[config.mk]
export PLATFORM = sky130hd
export DESIGN_NAME = bert_tx_config_sequencer
export DESIGN_NICKNAME = d
export VERILOG_FILES = /design/src/rtl/bert_tx_config_sequencer.sv
export SDC_FILE = /design/constraint.sdc
export NUM_CORES = 1
export LEC_CHECK = 0
export BUFFER_PORTS_ARGS = -buffer_cell sky130_fd_sc_hd__buf_4
export CAP_MARGIN = 15
export CORE_ASPECT_RATIO = 1.4
export CORE_MARGIN = 2
export CORE_UTILIZATION = 53
export CTS_BUF_LIST = sky130_fd_sc_hd__clkbuf_4 sky130_fd_sc_hd__clkbuf_8
export DETAILED_ROUTE_END_ITERATION = 7
export GPL_ROUTABILITY_DRIVEN = 1
export HOLD_SLACK_MARGIN = 0.05
export PLACE_DENSITY = 0.77
export SYNTH_ARGS = -nofsm -noshare
export SYNTH_HDL_FRONTEND = slang
export SYNTH_SLANG_ARGS = --single-unit
[constraint.sdc]
create_clock -name clk -period 4.6 [get_ports clk]
set_input_delay 0.23 -clock clk [delete_from_list [all_inputs] [get_ports clk]]
set_output_delay 0.23 -clock clk [all_outputs]
set_load 0.03 [all_outputs]
[src/rtl/bert_tx_config_sequencer.sv]
// BERT TX config sequencer: applies register-block config updates to one GTX
// transmitter channel. Fast analog/pattern fields pass straight through; rate
// changes run the TXRATE/TXRATEDONE handshake; clock-source changes and
// software reset requests run a timed GTTXRESET/TXRESETDONE sequence.
//
// state      | meaning
// -----------+---------------------------------------------------------------
// IDLE       | no sequence running; consumes the pending config if present
// RST_ASSERT | GTTXRESET held high for RESET_CYCLES, TXSYSCLKSEL applied here
// RST_WAIT   | GTTXRESET released, waiting for TXRESETDONE (bounded)
// RATE_WAIT  | TXRATE applied, waiting for a TXRATEDONE pulse (bounded)
module bert_tx_config_sequencer #(
    parameter int RESET_CYCLES   = 16,
    parameter int TIMEOUT_CYCLES = 65535
) (
    input  logic        clk,
    input  logic        rst,
    input  logic [23:0] config_in,
    input  logic        config_updated,
    input  logic        tx_ratedone,
    input  logic        tx_resetdone,
    output logic [2:0]  tx_prbssel,
    output logic        tx_polarity,
    output logic        tx_inhibit,
    output logic [2:0]  tx_rate,
    output logic [1:0]  tx_sysclksel,
    output logic        gttxreset,
    output logic [3:0]  tx_diffctrl,
    output logic [4:0]  tx_postcursor,
    output logic [4:0]  tx_precursor,
    output logic        busy,
    output logic        timeout
);
    localparam int               CNT_W    = $clog2(TIMEOUT_CYCLES + 1);
    localparam logic [CNT_W-1:0] RST_LAST = CNT_W'(RESET_CYCLES - 1);
    localparam logic [CNT_W-1:0] TO_LAST  = CNT_W'(TIMEOUT_CYCLES);
    localparam logic [4:0]       PRE_MAX  = 5'h14;

    typedef struct packed {
        logic [2:0] prbsmode;
        logic       invert;
        logic       enable;
        logic [2:0] clkdiv;
        logic       clk_from_qpll;
        logic       tx_reset;
        logic [3:0] swing;
        logic [4:0] postcursor;
        logic [4:0] precursor;
    } bert_txconfig_t;

    typedef enum logic [1:0] {IDLE, RST_ASSERT, RST_WAIT, RATE_WAIT} state_t;

    state_t           state, state_nx;
    bert_txconfig_t   cur, cur_nx, pend, pend_nx;
    logic             pend_valid, pend_valid_nx;
    logic [CNT_W-1:0] cnt, cnt_nx;

    logic [2:0] tx_prbssel_nx, tx_rate_nx;
    logic       tx_polarity_nx, tx_inhibit_nx, gttxreset_nx, busy_nx, timeout_nx;
    logic [1:0] tx_sysclksel_nx;
    logic [3:0] tx_diffctrl_nx;
    logic [4:0] tx_postcursor_nx, tx_precursor_nx;

    logic rate_done_ok, rst_expired, rate_expired, need_reset;

    // A TXRATEDONE in the first RATE_WAIT cycle belongs to no request of ours.
    assign rate_done_ok = (state == RATE_WAIT) && tx_ratedone && (cnt != '0);
    assign rst_expired  = (state == RST_WAIT) && !tx_resetdone && (cnt == TO_LAST);
    assign rate_expired = (state == RATE_WAIT) && !rate_done_ok && (cnt == TO_LAST);
    assign need_reset   = pend.tx_reset || (pend.clk_from_qpll != cur.clk_from_qpll);

    // State and datapath registers; reset restarts the power-up reset sequence.
    always_ff @(posedge clk) begin
        if (rst) begin
            state         <= RST_ASSERT;
            cnt           <= '0;
            cur           <= '0;
            pend          <= '0;
            pend_valid    <= 1'b0;
            tx_prbssel    <= 3'd0;
            tx_polarity   <= 1'b0;
            tx_inhibit    <= 1'b1;
            tx_rate       <= 3'd0;
            tx_sysclksel  <= 2'b00;
            gttxreset     <= 1'b1;
            tx_diffctrl   <= 4'd0;
            tx_postcursor <= 5'd0;
            tx_precursor  <= 5'd0;
            busy          <= 1'b1;
            timeout       <= 1'b0;
        end else begin
            state         <= state_nx;
            cnt           <= cnt_nx;
            cur           <= cur_nx;
            pend          <= pend_nx;
            pend_valid    <= pend_valid_nx;
            tx_prbssel    <= tx_prbssel_nx;
            tx_polarity   <= tx_polarity_nx;
            tx_inhibit    <= tx_inhibit_nx;
            tx_rate       <= tx_rate_nx;
            tx_sysclksel  <= tx_sysclksel_nx;
            gttxreset     <= gttxreset_nx;
            tx_diffctrl   <= tx_diffctrl_nx;
            tx_postcursor <= tx_postcursor_nx;
            tx_precursor  <= tx_precursor_nx;
            busy          <= busy_nx;
            timeout       <= timeout_nx;
        end
    end

    // Next-state selection; a reset sequence outranks a plain rate change.
    always_comb begin
        state_nx = state;
        case (state)
            IDLE: begin
                if (pend_valid) begin
                    if (need_reset)                     state_nx = RST_ASSERT;
                    else if (pend.clkdiv != cur.clkdiv) state_nx = RATE_WAIT;
                end
            end
            RST_ASSERT: begin
                if (cnt == RST_LAST) state_nx = RST_WAIT;
            end
            RST_WAIT: begin
                if (tx_resetdone)     state_nx = (cur.clkdiv != tx_rate) ? RATE_WAIT : IDLE;
                else if (rst_expired) state_nx = IDLE;
            end
            RATE_WAIT: begin
                if (rate_done_ok || rate_expired) state_nx = IDLE;
            end
            default: state_nx = IDLE;
        endcase
    end

    // Next values of the datapath and the registered GTX-facing outputs.
    always_comb begin
        cnt_nx           = cnt;
        cur_nx           = cur;
        pend_nx          = pend;
        pend_valid_nx    = pend_valid;
        tx_prbssel_nx    = tx_prbssel;
        tx_polarity_nx   = tx_polarity;
        tx_inhibit_nx    = tx_inhibit;
        tx_rate_nx       = tx_rate;
        tx_sysclksel_nx  = tx_sysclksel;
        gttxreset_nx     = gttxreset;
        tx_diffctrl_nx   = tx_diffctrl;
        tx_postcursor_nx = tx_postcursor;
        tx_precursor_nx  = tx_precursor;
        timeout_nx       = timeout;

        if (state == IDLE) begin
            if (pend_valid) begin
                cur_nx           = pend;
                pend_valid_nx    = 1'b0;
                tx_prbssel_nx    = pend.prbsmode;
                tx_polarity_nx   = pend.invert;
                tx_inhibit_nx    = !pend.enable;
                tx_diffctrl_nx   = pend.swing;
                tx_postcursor_nx = pend.postcursor;
                tx_precursor_nx  = (pend.precursor > PRE_MAX) ? PRE_MAX : pend.precursor;
            end
        end else begin
            cnt_nx = cnt + 1'b1;
        end

        if (state_nx != state) begin
            cnt_nx = '0;
            case (state_nx)
                RST_ASSERT: begin
                    gttxreset_nx    = 1'b1;
                    tx_sysclksel_nx = cur_nx.clk_from_qpll ? 2'b11 : 2'b00;
                end
                RST_WAIT:  gttxreset_nx = 1'b0;
                RATE_WAIT: tx_rate_nx   = cur_nx.clkdiv;
                default: ;
            endcase
        end

        // Single-depth pending slot: the latest strobe always wins.
        if (config_updated) begin
            pend_nx       = config_in;
            pend_valid_nx = 1'b1;
            timeout_nx    = 1'b0;
        end

        if (rst_expired || rate_expired) timeout_nx = 1'b1;

        busy_nx = (state_nx != IDLE) || pend_valid_nx;
    end

endmodule

==> results of run 1 <==
==> through the flow <==
step	hold WS, ns	power, mW	instances
final	0.116	1.34	472
after global routing	0.116	1.39	472
after CTS	0.101	1.36	472
after detailed placement	0.446	0.747	456
after global placement	0.438	0.744	456
after floorplan	0.377	0.718	361
==> final timing paths <==
path / from / end / slack [ns] / cells after the start
max: cnt[4] / tx_rate[1] / 1.52 / 7
min: config_in[18] / pend[18] / 0.12 / 3
max reg2reg: cnt[4] / tx_rate[1] / 1.52 / 7
min reg2reg: pend[11] / cur[11] / 0.46 / 2
==> sequential cells by signal (all words and copies together) (netlist names), 2 cells and up <==
register      cells
cnt              16
cur              17
pend             24
state             2
tx_precursor      5
tx_rate           3
==> cells by family after synthesis <==
logic type	synth area share [%]
xor gates and xnor gates	5.79
and+or+nand+nor	21.3
adders and majority gates	2.36
AOI/OAI and AO/OA	9.05
muxes	9.29
buffers and inverters	6.18
DFF	46.0
==> placed cells by master (no fill, tap or decap), types with 2 or more instances in the layout <==
cell type,count
ha_1,6
nand4_1,6
o31ai_1,2
mux2i_1,25
nor2_1,57
nand3b_1,2
bufinv_16,3
nor3_1,5
nand3_1,10
a21oi_1,23
buf_4,56
a211oi_1,3
clkbuf_8,9
nor2b_1,7
xnor2_1,8
or4_1,5
nand2b_1,2
a22oi_1,2
nor4_1,2
dfxtp_1,73
o21ai_0,4
nand2_1,47
inv_1,6
mux2_2,4
or2_2,3
a211oi_2,2
xor2_1,13
==> power by group through the flow <==
stage / clock network [mW] / logic [mW] / registers, mW
2_1_floorplan: 0 / 0.0493 / 0.669
6_report: 0.611 / 0.0734 / 0.659
3_3_place_gp: 0 / 0.0718 / 0.672
3_5_place_dp: 0 / 0.0739 / 0.673
5_1_grt: 0.646 / 0.0820 / 0.660
4_1_cts: 0.622 / 0.0742 / 0.659
==> cell type report <==
cell class	instances	area [um2]
Clock inverter	6	115
Sequential cell	73	1460
Clock buffer	10	131
Fill cell	504	2060
Inverter	6	22.5
Tap cell	70	87.6
Multi-Input combinational cell	251	1520
Timing Repair Buffer	56	420
==> critical path, stage by stage, from the launching register on <==
cell	delay (ns)
dfxtp_1	0.35
or4_1	0.56
o41a_1	0.49
o311a_1	0.40
a211oi_1	0.50
ha_1	0.24
o21ai_1	0.12
mux2_2	0.31
==> layer usage <==
| layer | share of wire, % | vias to the layer above | wire [um] |
|---|---|---|---|
| met4 | 1.6 | 0 | 106 |
| met1 | 40 | 1189 | 2580 |
| li1 | - | 1276 | - |
| met5 | 0 | - | 0 |
| met2 | 53 | 58 | 3460 |
| met3 | 5.4 | 11 | 350 |
==> flow_metrics.env, run 1 <==
export IMPL_p_int_mw=1.05
export IMPL_start_util_pct=54.6
export IMPL_critPathRequiredTime_ns=4.84
export IMPL_hold_viol=0
export IMPL_place_ws_ns=1.55
export IMPL_yosys_warnings=0
export IMPL_io_pins=56
export IMPL_drtPass1Iterations=4
export IMPL_cp_arrival_ns=3.32
export IMPL_ir_worst_vdd_uv=260
export IMPL_numCtsBuffers=9
export IMPL_top_usage_layer="met2"
export IMPL_drive_gt1_share_pct=20.6
export IMPL_cts_tree="yes"
export IMPL_dieArea_um2=6640
export IMPL_synth_area_leaders="dfxtp_1 46%, mux2i_1 7.9%, nor2_1 6.7%"
export IMPL_grt_overflow_total=0
export IMPL_path_max_fanout=5
export IMPL_cp_end_kind="flip-flop"
export IMPL_vias_per_cell=5.37
export IMPL_worst_setup_path_type="flip-flop to flip-flop"
export IMPL_status="completed"
export IMPL_place_port_buffers=55
export IMPL_grt_util_all_layers_pct=20.5
export IMPL_routed_wl_um=6500
export IMPL_synth_seq_cells=73
export IMPL_synthArstFlopShare_pct=0
export IMPL_power_density_nw_per_um2=357
export IMPL_layout_min_cycle_time_ns=3.08
export IMPL_synth_distinct_cells=42
export IMPL_grt_antenna_before_repair=0
export IMPL_clock_sinks=73
export IMPL_ant_nets=0
export IMPL_yosysTopAreaCell="dfxtp_1"
export IMPL_post_cts_buffers=0
export IMPL_drc=0
export IMPL_relSlewSlack_pct=49.4
export IMPL_dpl_instance_area_um2=3510
export IMPL_leakage_nw=1.60
export IMPL_fin_crit_sh_pct=67.0
export IMPL_syn_instance_count=361
export IMPL_diodes=0
export IMPL_h_tree_depth=3
export IMPL_fp_coreArea_um2=5820
export IMPL_fmax_mhz=325
export IMPL_skew_ns=0.00832
export IMPL_synth_most_common_cell="dfxtp_1"
export IMPL_setup_tns_ns=0
export IMPL_design_area_um2=3760
export IMPL_grt_pass1_wl_um=10900
export IMPL_grt_use_met2_pct=38.0
export IMPL_cp_start_kind="flip-flop"
export IMPL_syn_nets=396
export IMPL_post_drt_wl_per_cell_um=13.8
export IMPL_num_vias=2534
export IMPL_synthFlopType="dfxtp_1"
export IMPL_clock_latency_ns=0.35
export IMPL_slew_viol_final=0
export IMPL_hold_class="primary input to flip-flop"
export IMPL_p_clk_share_pct=45.5
export IMPL_syn_area_um2=3180
export IMPL_grt_setup_unrepaired="false"
export IMPL_grt_start_max_net_pins=62
export IMPL_setup_ws_ns=1.52
export IMPL_cts_resized=0
export IMPL_grt_pass1_vias=2545
export IMPL_comb_power_share_pct=5.5
export IMPL_fin_util_pct=64.6
export IMPL_finalSetupViolCount=0
export IMPL_die_w_um=69.4
export IMPL_drt_iter0_drc=105
export IMPL_rows=33
export IMPL_synth_top_cell_area_share_pct=46.0
export IMPL_cap_violations=0
export IMPL_p_seq_share_pct=49.1
export IMPL_cts_root_buf="clkbuf_8"
export IMPL_netlist_top_cells_count="73 x dfxtp_1, 57 x nor2_1, 47 x nand2_1"
export IMPL_gp_congestion=0.810
export IMPL_clk_pin_slew_ns=0.07
export IMPL_hpwlAfterDp_um=4590
export IMPL_switching_share_pct=21.5
export IMPL_area_growth_pct=18.3
export IMPL_p_switching_uw=289
export IMPL_die_h_um=95.6
export IMPL_grt_util_met1_pct=21.5
export IMPL_synth_edf_count=0
export IMPL_cts_buffer_depth=2
export IMPL_syn_avg_cell_area_um2=8.80
export IMPL_fin_nets=432
export IMPL_timing_worst_slew_pin_value_ns=0.759
export IMPL_synth_seq_area_share_pct=46.0
export IMPL_met3_usage_pct=4.76
export IMPL_cts_hold_buf=0
Note: power is estimated with default switching activity, not from simulation.
==> inputs of run 2 (changes only) <==
- CORE_UTILIZATION: 53 -> 52
- PLACE_DENSITY: 0.77 -> 0.79
- clock period: 4.6 -> 2.8 ns (I/O delays scaled with it)
==> flow_metrics.env, run 2 (synthesis results as in run 1) <==
export IMPL_status="completed"
export IMPL_largest_register="pend"
export IMPL_hpwlAfterDp_um=4690
export IMPL_gp_congestion=0.862
export IMPL_cpMostUsedCell="buf_4"
export IMPL_clock_sinks=73
export IMPL_fin_nets=473
export IMPL_fin_crit_sh_pct=98.4
export IMPL_fp_coreArea_um2=5860
export IMPL_switching_share_pct=23.3
export IMPL_post_drt_wl_per_cell_um=14.7
export IMPL_final_common_cell="buf_4"
export IMPL_cts_root_buf="clkbuf_8"
export IMPL_cp_arrival_ns=2.99
export IMPL_drive_gt1_share_pct=26.0
export IMPL_path_cells="inv_2, ha_1, or3b_4, o41a_1, a211oi_2, buf_4, o32ai_2, buf_4, o21ai_2, mux2_2"
export IMPL_drt_iter0_drc=105
export IMPL_io_pins=56
export IMPL_cp_start_kind="flip-flop"
export IMPL_finalSetupViolCount=0
export IMPL_fmax_mhz=363
export IMPL_ant_nets=0
export IMPL_start_util_pct=54.2
export IMPL_ir_worst_vdd_uv=614
export IMPL_rows=33
export IMPL_cts_tree="yes"
export IMPL_path_max_fanout=4
export IMPL_fin_util_pct=70.5
export IMPL_instances_no_fill=512
export IMPL_largest_reg_flops=24
export IMPL_grt_setup_unrepaired="true"
export IMPL_hold_class="primary input to flip-flop"
export IMPL_layout_min_cycle_time_ns=2.75
export IMPL_dp_cells=470
export IMPL_numCtsBuffers=9
export IMPL_skew_ns=0.00592
export IMPL_dieArea_um2=6760
export IMPL_p_switching_uw=481
export IMPL_drc=0
export IMPL_cp_end_kind="flip-flop"
export IMPL_p_seq_share_pct=52.4
export IMPL_p_clk_share_pct=39.7
export IMPL_hold_viol=0
export IMPL_grt_start_max_net_pins=62
export IMPL_vias_per_cell=5.33
export IMPL_clk_pin_slew_ns=0.07
export IMPL_timing_worst_slew_pin_value_ns=0.850
export IMPL_grt_pass1_wl_um=11800
export IMPL_grt_util_all_layers_pct=22.2
export IMPL_routed_wl_um=7510
export IMPL_die_w_um=70.1
export IMPL_comb_power_share_pct=8.0
export IMPL_crit_slowest_cell="o41a_1"
export IMPL_place_port_buffers=55
export IMPL_critPathRequiredTime_ns=3.04
export IMPL_max_stage_delay_ns=0.49
export IMPL_clock_latency_ns=0.35
export IMPL_grt_pass1_vias=2692
export IMPL_cap_violations=0
export IMPL_leakage_nw=1.77
export IMPL_relSlewSlack_pct=42.8
export IMPL_grt_overflow_total=0
export IMPL_holdWs_ns=0.0546
export IMPL_p_int_mw=1.58
export IMPL_die_h_um=96.5
export IMPL_setup_ws_ns=0.0459
export IMPL_place_ws_ns=-0.0299
export IMPL_area_growth_pct=30.0
export IMPL_h_tree_depth=3
export IMPL_worst_setup_path_type="flip-flop to flip-flop"
export IMPL_diodes=0
export IMPL_slew_viol_final=0
export IMPL_mostFrequentLayoutCells="75 x buf_4, 71 x dfxtp_1, 55 x nor2_1"
export IMPL_cts_buffer_depth=2
export IMPL_drtPass1Iterations=4
export IMPL_grt_antenna_before_repair=0
export IMPL_power_density_nw_per_um2=500
export IMPL_fillers=434
export IMPL_num_vias=2727
export IMPL_reg_top3="pend (24), cur (17), cnt (16)"
## run 2: worst max-delay path, delay by kind of cell, from the launching register on
kind	cells	cell delay (ns)
and+or+nand+nor	1	0.36
muxes	1	0.34
adders and majority gates	1	0.13
buffers and inverters	3	0.42
DFF	1	0.33
AOI/OAI and AO/OA	4	1.05
## run 2: cell type report
| class | count | area [um2] | share of cell area, % |
|---|---|---|---|
| sequential | 73 | 1460 | 35.4 |
| inverter | 6 | 22.5 | 0.545 |
| tap | 70 | 87.6 | 2.12 |
| multi-input combinational | 251 | 1580 | 38.2 |
| clock inverter | 5 | 56.3 | 1.36 |
| clock buffer | 10 | 138 | 3.33 |
| timing repair buffer | 97 | 785 | 19.0 |
## run 2: layer usage
metal  up-vias  GRT usage, %  wire length (um)
li1       1362             -                 -
met5         -             0                 0
met1      1276          22.4              2940
met2        69          41.8              4010
met3        20          6.02               345
met4         0          11.9               215
## run 2: what timing repair did
item | CTS | global route
setup endpoints to repair | 5 | 6
hold endpoints to repair | 21 | 0
hold buffers | 21 | 0
setup buffers | 1 | 5
pin swaps | 2 | 9
resized for setup | 1 | 17
## run 2: through the flow
step / setup TNS (ns) / instance area, um2 / total power [mW]
global route: -0.258 / 4130 / 2.13
global placement: 0 / 3620 / 1.22
CTS: 0 / 4030 / 2.05
floorplan: 0 / 3180 / 1.18
detailed placement: -0.0968 / 3620 / 1.23
finish: 0 / 4130 / 2.07
## run 2: final timing paths
path	startpoint	end	slack [ns]	cells past startpoint
worst max-delay path	cnt[0]	tx_sysclksel[0]	0.05	10
worst min register to register	pend[6]	cur[6]	0.45	2
worst min-delay path	config_in[22]	pend[22]	0.05	3
worst max register to register	cnt[0]	tx_sysclksel[0]	0.05	10
## run 2: power groups by stage
| stage | clock (mW) | sequential [mW] | combinational, mW |
|---|---|---|---|
| 2_1_floorplan | 0 | 1.10 | 0.0809 |
| 3_3_place_gp | 0 | 1.10 | 0.121 |
| 3_5_place_dp | 0 | 1.11 | 0.124 |
| 4_1_cts | 0.823 | 1.08 | 0.151 |
| 5_1_grt | 0.862 | 1.08 | 0.178 |
| 6_report | 0.819 | 1.08 | 0.164 |
==> inputs of run 3 (changes only) <==
- ABC_AREA: default -> 1
- CORE_UTILIZATION: 52 -> 53
- PLACE_DENSITY: 0.79 -> 0.8
==> flow_metrics.env, run 3 <==
export IMPL_status="completed"
export IMPL_synth_seq_area_share_pct=42.8
export IMPL_syn_nets=478
export IMPL_grt_start_max_net_pins=49
export IMPL_grt_setup_unrepaired="false"
export IMPL_mostFrequentLayoutCells="91 x nor2_1, 73 x dfxtp_1, 59 x nand2_1"
export IMPL_die_w_um=71.8
export IMPL_power_density_nw_per_um2=480
export IMPL_syn_avg_cell_area_um2=7.71
export IMPL_synthArstFlopShare_pct=0
export IMPL_drtPass1Iterations=4
export IMPL_fin_nets=535
export IMPL_cts_root_buf="clkbuf_8"
export IMPL_fmax_mhz=474
export IMPL_skew_ns=0.00589
export IMPL_syn_instance_count=443
export IMPL_largest_reg_flops=24
export IMPL_start_util_pct=55.0
export IMPL_clock_sinks=73
export IMPL_path_cells="ha_1, inv_1, nor2_2, nand3_2, nor2_4, nor2_1, nor2_2, nand3_1, inv_1, ha_1, inv_1, nand2_1, nand2_1, nand3_1"
export IMPL_cp_arrival_ns=2.33
export IMPL_numCtsBuffers=9
export IMPL_post_cts_buffers=0
export IMPL_die_h_um=99.0
export IMPL_max_stage_delay_ns=0.38
export IMPL_synth_edf_count=0
export IMPL_cap_violations=0
export IMPL_diodes=0
export IMPL_reg_top3="pend (24), cur (17), cnt (16)"
export IMPL_h_tree_depth=3
export IMPL_cts_tree="yes"
export IMPL_final_common_cell="nor2_1"
export IMPL_hpwlAfterDp_um=4810
export IMPL_fin_crit_sh_pct=75.3
export IMPL_routed_wl_um=7000
export IMPL_synth_top_cell_area_share_pct=42.8
export IMPL_largest_register="pend"
export IMPL_grt_util_met1_pct=23.9
export IMPL_drt_iter0_drc=111
export IMPL_grt_use_met2_pct=36.8
export IMPL_timing_worst_slew_pin_value_ns=0.894
export IMPL_yosys_warnings=0
export IMPL_place_port_buffers=55
export IMPL_setup_tns_ns=0
export IMPL_clock_latency_ns=0.35
export IMPL_fillers=521
export IMPL_num_vias=2920
export IMPL_layout_min_cycle_time_ns=2.11
export IMPL_syn_area_um2=3410
export IMPL_path_max_fanout=4
export IMPL_ir_worst_vdd_uv=346
export IMPL_drc=0
export IMPL_relSlewSlack_pct=40.3
export IMPL_drive_gt1_share_pct=22.0
export IMPL_grt_pass1_wl_um=12100
export IMPL_yosysTopAreaCell="dfxtp_1"
export IMPL_leakage_nw=1.76
export IMPL_synth_seq_cells=73
export IMPL_slew_viol_final=0
export IMPL_grt_pass1_vias=2840
export IMPL_post_drt_wl_per_cell_um=12.1
export IMPL_dpl_instance_area_um2=3760
export IMPL_cpMostUsedCell="inv_1"
export IMPL_gp_congestion=0.863
export IMPL_netlist_top_cells_count="91 x nor2_1, 73 x dfxtp_1, 59 x nand2_1"
export IMPL_rows=34
export IMPL_synth_distinct_cells=30
export IMPL_fp_coreArea_um2=6210
export IMPL_area_growth_pct=20.4
export IMPL_io_pins=56
export IMPL_cp_start_kind="flip-flop"
export IMPL_fin_util_pct=66.2
export IMPL_vias_per_cell=5.06
export IMPL_met3_usage_pct=5.42
export IMPL_crit_slowest_cell="dfxtp_1"
export IMPL_ant_nets=0
export IMPL_hold_viol=0
export IMPL_design_area_um2=4110
export IMPL_critPathRequiredTime_ns=3.03
export IMPL_grt_util_all_layers_pct=21.4
export IMPL_worst_setup_path_type="flip-flop to flip-flop"
export IMPL_grt_antenna_before_repair=0
export IMPL_hold_class="primary input to flip-flop"
export IMPL_synth_most_common_cell="nor2_1"
export IMPL_synth_area_leaders="dfxtp_1 43%, nor2_1 10%, o21ai_0 7.0%"
export IMPL_dieArea_um2=7110
export IMPL_finalSetupViolCount=0
export IMPL_grt_overflow_total=0
export IMPL_top_usage_layer="met2"
export IMPL_cp_end_kind="flip-flop"
export IMPL_synthFlopType="dfxtp_1"
export IMPL_cts_buffer_depth=2
export IMPL_clk_pin_slew_ns=0.07
## run 3: changes by cell type after synthesis, sizes merged, moves of 6 or more
| cell | previous run | this run |
|---|---|---|
| nand2 | 47 | 66 |
| o21ai | 5 | 48 |
| or4 | 6 | 0 |
| nor2 | 57 | 112 |
| inv | 6 | 39 |
| mux2i | 25 | 0 |
| nor2b | 7 | 0 |
| nand3 | 10 | 23 |
## run 3: layout make-up
type | instances | area [um2] | area share [%]
tap | 72 | 90.1 | 2.19
timing repair buffer | 75 | 608 | 14.8
sequential | 73 | 1460 | 35.5
inverter | 39 | 149 | 3.62
clock buffer | 10 | 131 | 3.19
clock inverter | 6 | 43.8 | 1.06
multi-input combinational | 302 | 1630 | 39.6
## run 3: final timing paths
check	from	end	slack, ns	cells past startpoint
min reg2reg	pend[19]	tx_inhibit	0.44	1
max reg2reg	cnt[0]	gttxreset	0.69	14
min	config_in[4]	pend[4]	0.07	3
max	cnt[0]	gttxreset	0.69	14
## run 3: logic make-up after synthesis
logic type | after synthesis | share of synthesized area (%)
fa+ha+maj | 6 | 2.20
buf+inv | 68 | 9.49
flops | 73 | 42.8
xor+xnor | 13 | 3.33
simple gates | 210 | 31.2
compound gates | 73 | 11.0
## run 3: routing by layer
| layer | up-vias | wire, um |
|---|---|---|
| li1 | 1505 | - |
| met1 | 1326 | 2770 |
| met2 | 73 | 3660 |
| met3 | 16 | 418 |
| met4 | 0 | 157 |
| met5 | - | 0 |
## run 3: worst max-delay path: cells and delay by family, from the launching register on
| family | cells | cell delay (ns) |
|---|---|---|
| flops | 1 | 0.38 |
| buf+inv | 3 | 0.28 |
| simple gates | 9 | 0.88 |
| fa+ha+maj | 2 | 0.45 |
## run 3: what timing repair did
action | in CTS | in global routing
gates resized for setup | 0 | 0
endpoints found under the hold margin | 21 | 0
hold buffers | 18 | 0
setup endpoints to repair | 0 | 0
## run 3: per-stage QoR
step / power (mW) / setup WS (ns) / std cells / hold WS, ns
after floorplan: 1.19 / 0.935 / 443 / 0.275
after global placement: 1.23 / 0.752 / 543 / 0.360
after detailed placement: 1.23 / 0.672 / 543 / 0.367
after CTS: 1.99 / 0.663 / 577 / 0.0622
after global routing: 2.06 / 0.473 / 577 / 0.0662
final: 1.97 / 0.691 / 577 / 0.0713
## run 3: power by group
part           total [mW]  leakage, nW  switching (mW)  internal [mW]
Combinational       0.149         1.08          0.0768         0.0719
Sequential           1.08        0.595          0.0164           1.07
Clock               0.742       0.0900           0.407          0.334
Total                1.97         1.76           0.501           1.47
